==> src/rtl/multicycle_ctrl_if.sv <==
// Datapath-facing bus of the multi-cycle RV32I controller: opcode/memory handshake in, datapath enables out.
// master = controller side, slave = datapath/memory side.
interface multicycle_ctrl_if;
  logic [6:0] opcode;
  logic       mem_ready;
  logic       mem_req;
  logic       mem_we;
  logic       mem_sel_data;
  logic       ir_write;
  logic       alu_src;
  logic [1:0] alu_op;
  logic       mem_to_reg;
  logic [1:0] jump;
  logic       branch_eval;
  logic       reg_write;
  logic       pc_write;
  logic       retire;
  logic       fault;
  logic [2:0] state;

  modport master (
    input  opcode, mem_ready,
    output mem_req, mem_we, mem_sel_data, ir_write, alu_src, alu_op, mem_to_reg,
           jump, branch_eval, reg_write, pc_write, retire, fault, state
  );

  modport slave (
    output opcode, mem_ready,
    input  mem_req, mem_we, mem_sel_data, ir_write, alu_src, alu_op, mem_to_reg,
           jump, branch_eval, reg_write, pc_write, retire, fault, state
  );
endinterface

==> src/rtl/multicycle_ctrl.sv <==
// Multi-cycle RV32I control FSM: FETCH/DECODE/EXECUTE/MEM/WRITEBACK with sticky FAULT on illegal opcode or memory timeout.
// Optional MC_CTRL_PERF_EN adds cycle_cnt / retired_cnt performance counters.
module multicycle_ctrl #(
  parameter int unsigned TIMEOUT = 16
) (
  input  logic               clk,
  input  logic               reset,
  multicycle_ctrl_if.master  bus
`ifdef MC_CTRL_PERF_EN
  ,
  output logic [31:0]        cycle_cnt,
  output logic [31:0]        retired_cnt
`endif
);

  typedef enum logic [2:0] {
    S_FETCH   = 3'd0,
    S_DECODE  = 3'd1,
    S_EXECUTE = 3'd2,
    S_MEM     = 3'd3,
    S_WB      = 3'd4,
    S_FAULT   = 3'd7
  } state_t;

  typedef enum logic [3:0] {
    C_R, C_I, C_LOAD, C_STORE, C_BRANCH, C_JAL, C_JALR, C_LUI, C_AUIPC, C_ILL
  } class_t;

  localparam logic [7:0] LP_LAST_WAIT = 8'(TIMEOUT - 1);

  state_t     r_state, w_next;
  class_t     r_class, w_dec_class;
  logic [7:0] r_wait;

  logic       w_mem_req, w_mem_we, w_mem_sel_data, w_ir_write, w_alu_src, w_mem_to_reg;
  logic       w_branch_eval, w_reg_write, w_pc_write, w_retire, w_fault;
  logic [1:0] w_alu_op, w_jump;
  logic [1:0] w_cls_alu_op, w_cls_jump;
  logic       w_cls_alu_src;
  logic       w_wait_expired;

  always_comb begin
    case (bus.opcode)
      7'b0110011: w_dec_class = C_R;
      7'b0010011: w_dec_class = C_I;
      7'b0000011: w_dec_class = C_LOAD;
      7'b0100011: w_dec_class = C_STORE;
      7'b1100011: w_dec_class = C_BRANCH;
      7'b1101111: w_dec_class = C_JAL;
      7'b1100111: w_dec_class = C_JALR;
      7'b0110111: w_dec_class = C_LUI;
      7'b0010111: w_dec_class = C_AUIPC;
      default:    w_dec_class = C_ILL;
    endcase
  end

  always_comb begin
    w_cls_alu_op  = 2'b00;
    w_cls_alu_src = 1'b0;
    w_cls_jump    = 2'b00;
    case (r_class)
      C_R:      w_cls_alu_op = 2'b10;
      C_I:      begin w_cls_alu_op = 2'b10; w_cls_alu_src = 1'b1; end
      C_BRANCH: w_cls_alu_op = 2'b01;
      C_JAL:    w_cls_jump = 2'b10;
      C_JALR:   begin w_cls_alu_src = 1'b1; w_cls_jump = 2'b01; end
      C_LOAD, C_STORE, C_LUI, C_AUIPC: w_cls_alu_src = 1'b1;
      default:  ;
    endcase
  end

  assign w_wait_expired = (r_wait == LP_LAST_WAIT);

  // Completion strobes (ir_write, store retire) follow the memory handshake so they fire exactly once.
  always_comb begin
    w_next         = r_state;
    w_mem_req      = 1'b0;
    w_mem_we       = 1'b0;
    w_mem_sel_data = 1'b0;
    w_ir_write     = 1'b0;
    w_alu_src      = 1'b0;
    w_alu_op       = 2'b00;
    w_mem_to_reg   = 1'b0;
    w_jump         = 2'b00;
    w_branch_eval  = 1'b0;
    w_reg_write    = 1'b0;
    w_pc_write     = 1'b0;
    w_retire       = 1'b0;
    w_fault        = 1'b0;
    case (r_state)
      S_FETCH: begin
        w_mem_req = 1'b1;
        if (bus.mem_ready) begin
          w_ir_write = 1'b1;
          w_next     = S_DECODE;
        end else if (w_wait_expired) begin
          w_next = S_FAULT;
        end
      end
      S_DECODE: w_next = (w_dec_class == C_ILL) ? S_FAULT : S_EXECUTE;
      S_EXECUTE: begin
        w_alu_op  = w_cls_alu_op;
        w_alu_src = w_cls_alu_src;
        w_jump    = w_cls_jump;
        case (r_class)
          C_BRANCH: begin
            w_branch_eval = 1'b1;
            w_pc_write    = 1'b1;
            w_retire      = 1'b1;
            w_next        = S_FETCH;
          end
          C_LOAD, C_STORE: w_next = S_MEM;
          default:         w_next = S_WB;
        endcase
      end
      S_MEM: begin
        w_mem_req      = 1'b1;
        w_mem_sel_data = 1'b1;
        w_mem_we       = (r_class == C_STORE);
        w_alu_op       = w_cls_alu_op;
        w_alu_src      = w_cls_alu_src;
        if (bus.mem_ready) begin
          if (r_class == C_STORE) begin
            w_pc_write = 1'b1;
            w_retire   = 1'b1;
            w_next     = S_FETCH;
          end else begin
            w_next = S_WB;
          end
        end else if (w_wait_expired) begin
          w_next = S_FAULT;
        end
      end
      S_WB: begin
        w_reg_write  = 1'b1;
        w_pc_write   = 1'b1;
        w_retire     = 1'b1;
        w_mem_to_reg = (r_class == C_LOAD);
        w_jump       = w_cls_jump;
        w_next       = S_FETCH;
      end
      S_FAULT: w_fault = 1'b1;
      default: w_next = S_FAULT;
    endcase
  end

  always_ff @(posedge clk) begin
    if (reset) begin
      r_state <= S_FETCH;
      r_class <= C_ILL;
      r_wait  <= 8'd0;
    end else begin
      r_state <= w_next;
      if (r_state == S_DECODE) r_class <= w_dec_class;
      if (w_next != r_state) r_wait <= 8'd0;
      else if (w_mem_req && !bus.mem_ready) r_wait <= r_wait + 8'd1;
    end
  end

  assign bus.mem_req      = w_mem_req      & ~reset;
  assign bus.mem_we       = w_mem_we       & ~reset;
  assign bus.mem_sel_data = w_mem_sel_data & ~reset;
  assign bus.ir_write     = w_ir_write     & ~reset;
  assign bus.alu_src      = w_alu_src      & ~reset;
  assign bus.alu_op       = reset ? 2'b00 : w_alu_op;
  assign bus.mem_to_reg   = w_mem_to_reg   & ~reset;
  assign bus.jump         = reset ? 2'b00 : w_jump;
  assign bus.branch_eval  = w_branch_eval  & ~reset;
  assign bus.reg_write    = w_reg_write    & ~reset;
  assign bus.pc_write     = w_pc_write     & ~reset;
  assign bus.retire       = w_retire       & ~reset;
  assign bus.fault        = w_fault        & ~reset;
  assign bus.state        = reset ? 3'd0 : r_state;

`ifdef MC_CTRL_PERF_EN
  logic [31:0] r_cycle_cnt, r_retired_cnt;

  always_ff @(posedge clk) begin
    if (reset) begin
      r_cycle_cnt   <= 32'd0;
      r_retired_cnt <= 32'd0;
    end else if (r_state != S_FAULT) begin
      r_cycle_cnt <= r_cycle_cnt + 32'd1;
      if (w_retire) r_retired_cnt <= r_retired_cnt + 32'd1;
    end
  end

  assign cycle_cnt   = r_cycle_cnt;
  assign retired_cnt = r_retired_cnt;
`endif

endmodule

==> src/flat_wrapper.sv <==
// flat-port wrapper written by rule: the top's interface ports become plain ports
module multicycle_ctrl_flat 
#(
  parameter int unsigned TIMEOUT = 16
)
  (clk, reset, bus_opcode, bus_mem_ready, bus_mem_req, bus_mem_we, bus_mem_sel_data, bus_ir_write, bus_alu_src, bus_alu_op, bus_mem_to_reg, bus_jump, bus_branch_eval, bus_reg_write, bus_pc_write, bus_retire, bus_fault, bus_state);
  multicycle_ctrl_if bus_i ();
  input  logic clk;
  input  logic reset;
  input wire logic [$bits(bus_i.opcode)-1:0] bus_opcode;
  input wire logic [$bits(bus_i.mem_ready)-1:0] bus_mem_ready;
  output wire logic [$bits(bus_i.mem_req)-1:0] bus_mem_req;
  output wire logic [$bits(bus_i.mem_we)-1:0] bus_mem_we;
  output wire logic [$bits(bus_i.mem_sel_data)-1:0] bus_mem_sel_data;
  output wire logic [$bits(bus_i.ir_write)-1:0] bus_ir_write;
  output wire logic [$bits(bus_i.alu_src)-1:0] bus_alu_src;
  output wire logic [$bits(bus_i.alu_op)-1:0] bus_alu_op;
  output wire logic [$bits(bus_i.mem_to_reg)-1:0] bus_mem_to_reg;
  output wire logic [$bits(bus_i.jump)-1:0] bus_jump;
  output wire logic [$bits(bus_i.branch_eval)-1:0] bus_branch_eval;
  output wire logic [$bits(bus_i.reg_write)-1:0] bus_reg_write;
  output wire logic [$bits(bus_i.pc_write)-1:0] bus_pc_write;
  output wire logic [$bits(bus_i.retire)-1:0] bus_retire;
  output wire logic [$bits(bus_i.fault)-1:0] bus_fault;
  output wire logic [$bits(bus_i.state)-1:0] bus_state;
  assign bus_i.opcode = bus_opcode;
  assign bus_i.mem_ready = bus_mem_ready;
  assign bus_mem_req = bus_i.mem_req;
  assign bus_mem_we = bus_i.mem_we;
  assign bus_mem_sel_data = bus_i.mem_sel_data;
  assign bus_ir_write = bus_i.ir_write;
  assign bus_alu_src = bus_i.alu_src;
  assign bus_alu_op = bus_i.alu_op;
  assign bus_mem_to_reg = bus_i.mem_to_reg;
  assign bus_jump = bus_i.jump;
  assign bus_branch_eval = bus_i.branch_eval;
  assign bus_reg_write = bus_i.reg_write;
  assign bus_pc_write = bus_i.pc_write;
  assign bus_retire = bus_i.retire;
  assign bus_fault = bus_i.fault;
  assign bus_state = bus_i.state;
  multicycle_ctrl #(.TIMEOUT(TIMEOUT)) u_core (.clk(clk), .reset(reset), .bus(bus_i));
endmodule
==> config.mk <==
export PLATFORM = sky130hd
export DESIGN_NAME = multicycle_ctrl_flat
export DESIGN_NICKNAME = d
export VERILOG_FILES = /design/src/rtl/multicycle_ctrl_if.sv /design/src/rtl/multicycle_ctrl.sv /design/src/flat_wrapper.sv
export SDC_FILE = /design/constraint.sdc
export NUM_CORES = 1
export LEC_CHECK = 0
export BUFFER_PORTS_ARGS = -buffer_cell sky130_fd_sc_hd__buf_4
export CAP_MARGIN = 20
export CELL_PAD_IN_SITES_DETAIL_PLACEMENT = 0
export CELL_PAD_IN_SITES_GLOBAL_PLACEMENT = 1
export CORE_MARGIN = 2
export CORE_UTILIZATION = 40
export CTS_BUF_LIST = sky130_fd_sc_hd__clkbuf_4 sky130_fd_sc_hd__clkbuf_8
export DETAILED_ROUTE_END_ITERATION = 12
export HOLD_SLACK_MARGIN = 0.02
export PLACE_DENSITY = 0.82
export SYNTH_ARGS = -nofsm -noshare
export SYNTH_HDL_FRONTEND = slang
export SYNTH_SLANG_ARGS = --single-unit
==> constraint.sdc <==
create_clock -name clk -period 2.2 [get_ports clk]
set_input_delay 0.22 -clock clk [delete_from_list [all_inputs] [get_ports clk]]
set_output_delay 0.22 -clock clk [all_outputs]
set_load 0.01 [all_outputs]
==> results by group <==
Run status
  • Status: finished, final reports clean

Drt
  • Pre-antenna DRT Iters: 4
  • Iter 0 DRT Violations: 34
  • Average wire per standard cell: 13.1 um
  • Antenna Violating Nets Remaining: 0
  • Vias/cell: 5.38
  • DRC viols: 0
  • Final WL: 3210 um
  • Vias: 1319

Global routing
  • Grt ovf: 0
  • Vias in the first global route: 1190
  • Initial antenna violation count: 0
  • Largest net degree at the start of global routing: 19
  • Tot GR Track Use: about a fifth
  • First-pass GRT wire length: 5420 um

Timing
  • Min Clock Period, post-route: a little under 2 ns
  • Post-route setup slack: 0.225 ns
  • Setup TNS: 0 ns
  • Fin. Hold Viols: 0
  • Fmax: 506 MHz
  • Endpoints failing setup: 0
  • Setup Skew: 0.00780 ns
  • Tcrit/Tclk final: 89.8%
  • Rel. slew slack: 69.2%
  • RSZ-0062 raised after global routing: false
  • Measured slew at the worst slew-check pin: between 0.4 and 0.5 ns
  • Final Slew Violations: 0

Logic synthesis
  • Synth Warn #: 0
  • Number of flops mapped to enable cells by yosys: 0
  • Ys async rst share: 0%
  • Syn_area_per_cell: 7.32 um2
  • Post-synth top area cell: dfxtp_1
  • Area contributors post-synth: dfxtp_1, xor2_1, nor3_1
  • Syn Nets: approximately 190
  • Synth unique cells: 50
  • Mapped Area: 1330 um2
  • Post-synthesis register bit count: 15
  • Synth top area share: 22.7%
  • Post-synthesis instance total: about 180
  • Seq/Total Area, Yosys: 22.7%
  • Main synth FF type: dfxtp_1

Worst setup path
  • Crit path to: bus_jump[0]
  • Slowest-stage cell, CP: dfxtp_1
  • Crit-path max FO: 10
  • Reg2Reg Depth: 4
  • R2R Path End: u_core.r_wait[1]
  • Startpoint Class: flop
  • Crit-path leading delay family: flip-flops
  • Setup crit end kind: output pin
  • WS Path Type: reg2out
  • Crit path cell chain: buf_4 -> nor2b_1 -> o2111ai_1 -> nor3b_1 -> buf_4
  • Max incr delay on CP: 0.48 ns
  • Worst path bufs/invs: 2
  • Worst path most repeated cell: buf_4
  • Critical path depth: 5
  • Worst setup path start: u_core.r_state[1]
  • Req. time, crit path: 1.98 ns
  • Worst r2r src: u_core.r_class[1]
  • Flop2flop setup slack: 0.24 ns
  • Crit path DAT: between 1.5 and 2 ns

Power
  • Int Power: ~0.55 mW
  • PwrDens: 605 nW/um2
  • Clk pwr share: 17.8%
  • Reg power frac: 33.8%
  • Combinational power share: 48.4%
  • Net switching power: about 0.39 mW
  • Worst VDD drop: 0.219 mV
  • Switching share of power: 41.6%
  • LEAKAGE: 0.648 nW

Die
  • Die Span Y: 61.6 um
  • FP Rows: 20
  • # IOs: 28
  • Chip width: 61.6 um
  • Die footprint: 3790 um2
  • Starting Density: 42.7%
  • Core area: between 3000 and 4000 um2

Layout
  • Antenna diodes: 0
  • Syn-to-layout area delta: 17.5%
  • Nets: 213
  • Most frequent cells in the layout: buf_4, nor2_1, nand2_1
  • Ratio of cells with drive above 1 in the final layout: 24.9%
  • Post-layout util: 50.2%
  • Most common cell after layout, fill and taps aside: buf_4
  • Final instance area: ~1600 um2

Placed design
  • Port Buf Inserts: 27
  • Hpwl dp: around 2400 um
  • Gpl congestion: 0.812
  • DP Area: 1530 um2
  • Pre-CTS setup slack: approximately 0.26 ns

Clock network
  • PostCTS Resize Cnt: 0
  • CTS tree: yes
  • Clock buffer depth: 2
  • Clk slew on worst S/H paths: 0.10 ns
  • Clk_lat worst skew: 0.29 ns
  • # clock sinks: 15
  • CTS Hold Bufs: 0
  • H-tree Lvls: 1
  • CTS buffer count: 3
  • Clock root cell: clkbuf_4
  • Setup Fix Bufs, Post-CTS: 0

Worst hold path
  • Worst Hold Class: in2reg

Run
  • Max_cap viols: 0
[final cells by class]
| class | count | area, um2 |
|---|---|---|
| Clock inverter | 1 | 5.00 |
| Multi-Input combinational cell | 144 | 907 |
| Sequential cell | 15 | 300 |
| Inverter | 5 | 18.8 |
| Tap cell | 44 | 55.1 |
| Timing Repair Buffer | 33 | 248 |
| Fill cell | 320 | 1550 |
| Clock buffer | 3 | 22.5 |
[layer usage]
| layer | up-vias | routed length (um) | GRT usage, % |
|---|---|---|---|
| met5 | - | 0 | 0 |
| met4 | 0 | 48 | 6.38 |
| met3 | 4 | 124 | 1.68 |
| met2 | 31 | 1510 | 32.8 |
| met1 | 611 | 1530 | 24.9 |
| li1 | 673 | - | - |
[cells by family (layout without fill, tap and decap cells)]
| group | Yosys count | after routing | share of synthesized area, % |
|---|---|---|---|
| AO/OA/AOI/OAI | 38 | 38 | 19.3 |
| XOR/XNOR | 10 | 10 | 6.61 |
| adder cells (fa/ha/maj) | 1 | 1 | 0.944 |
| buffers and inverters | 22 | 42 | 8.88 |
| flip-flops | 15 | 15 | 22.7 |
| multiplexers | 1 | 1 | 0.755 |
| AND/OR/NAND/NOR | 94 | 94 | 40.9 |
[worst min-delay path by stage]
stage	startpoint	end	slack, ns	cells after the start
after CTS	bus_opcode[3]	u_core.r_class[0]	0.21	3
after detailed placement	bus_opcode[3]	u_core.r_class[0]	0.52	3
final	bus_opcode[3]	u_core.r_class[0]	0.21	3
after global placement	bus_opcode[3]	u_core.r_class[0]	0.51	3
after global routing	bus_opcode[3]	u_core.r_class[0]	0.22	3
after floorplan	bus_opcode[3]	u_core.r_class[0]	0.37	2
[sequential cells by signal, summed over array words and instances, names as in the netlist]
register	flops
u_core.r_state	3
u_core.r_class	4
u_core.r_wait	8
[Yosys cell counts, drive strengths merged, types with 4 or more instances]
cell	instances
nor3	17
o21ai	6
buf	9
inv	5
clkbuf	8
dfxtp	15
a21oi	13
xor2	10
nand2b	5
nor2	20
nor2b	6
nand3	5
nor3b	6
nand2	17
nor4	4
[power by group through the flow]
stage          logic, mW  registers, mW  clock network [mW]
6_report           0.456          0.318               0.167
5_1_grt            0.505          0.322               0.186
4_1_cts            0.458          0.317               0.173
3_5_place_dp       0.455          0.324                   0
3_3_place_gp       0.457          0.322                   0
2_1_floorplan      0.339          0.302                   0
[through the flow]
step	cells	power, mW	hold WS, ns
floorplan	181	0.641	0.374
global placement	241	0.779	0.507
detailed placement	241	0.779	0.516
CTS	245	0.948	0.213
global route	245	1.01	0.224
finish	245	0.941	0.212
[worst register-to-register path: cells and delay by family (launching register included)]
kind | cells | cell delay [ns]
simple gates | 4 | 1.39
flops | 1 | 0.49
Power figures use the tool's default switching activity.
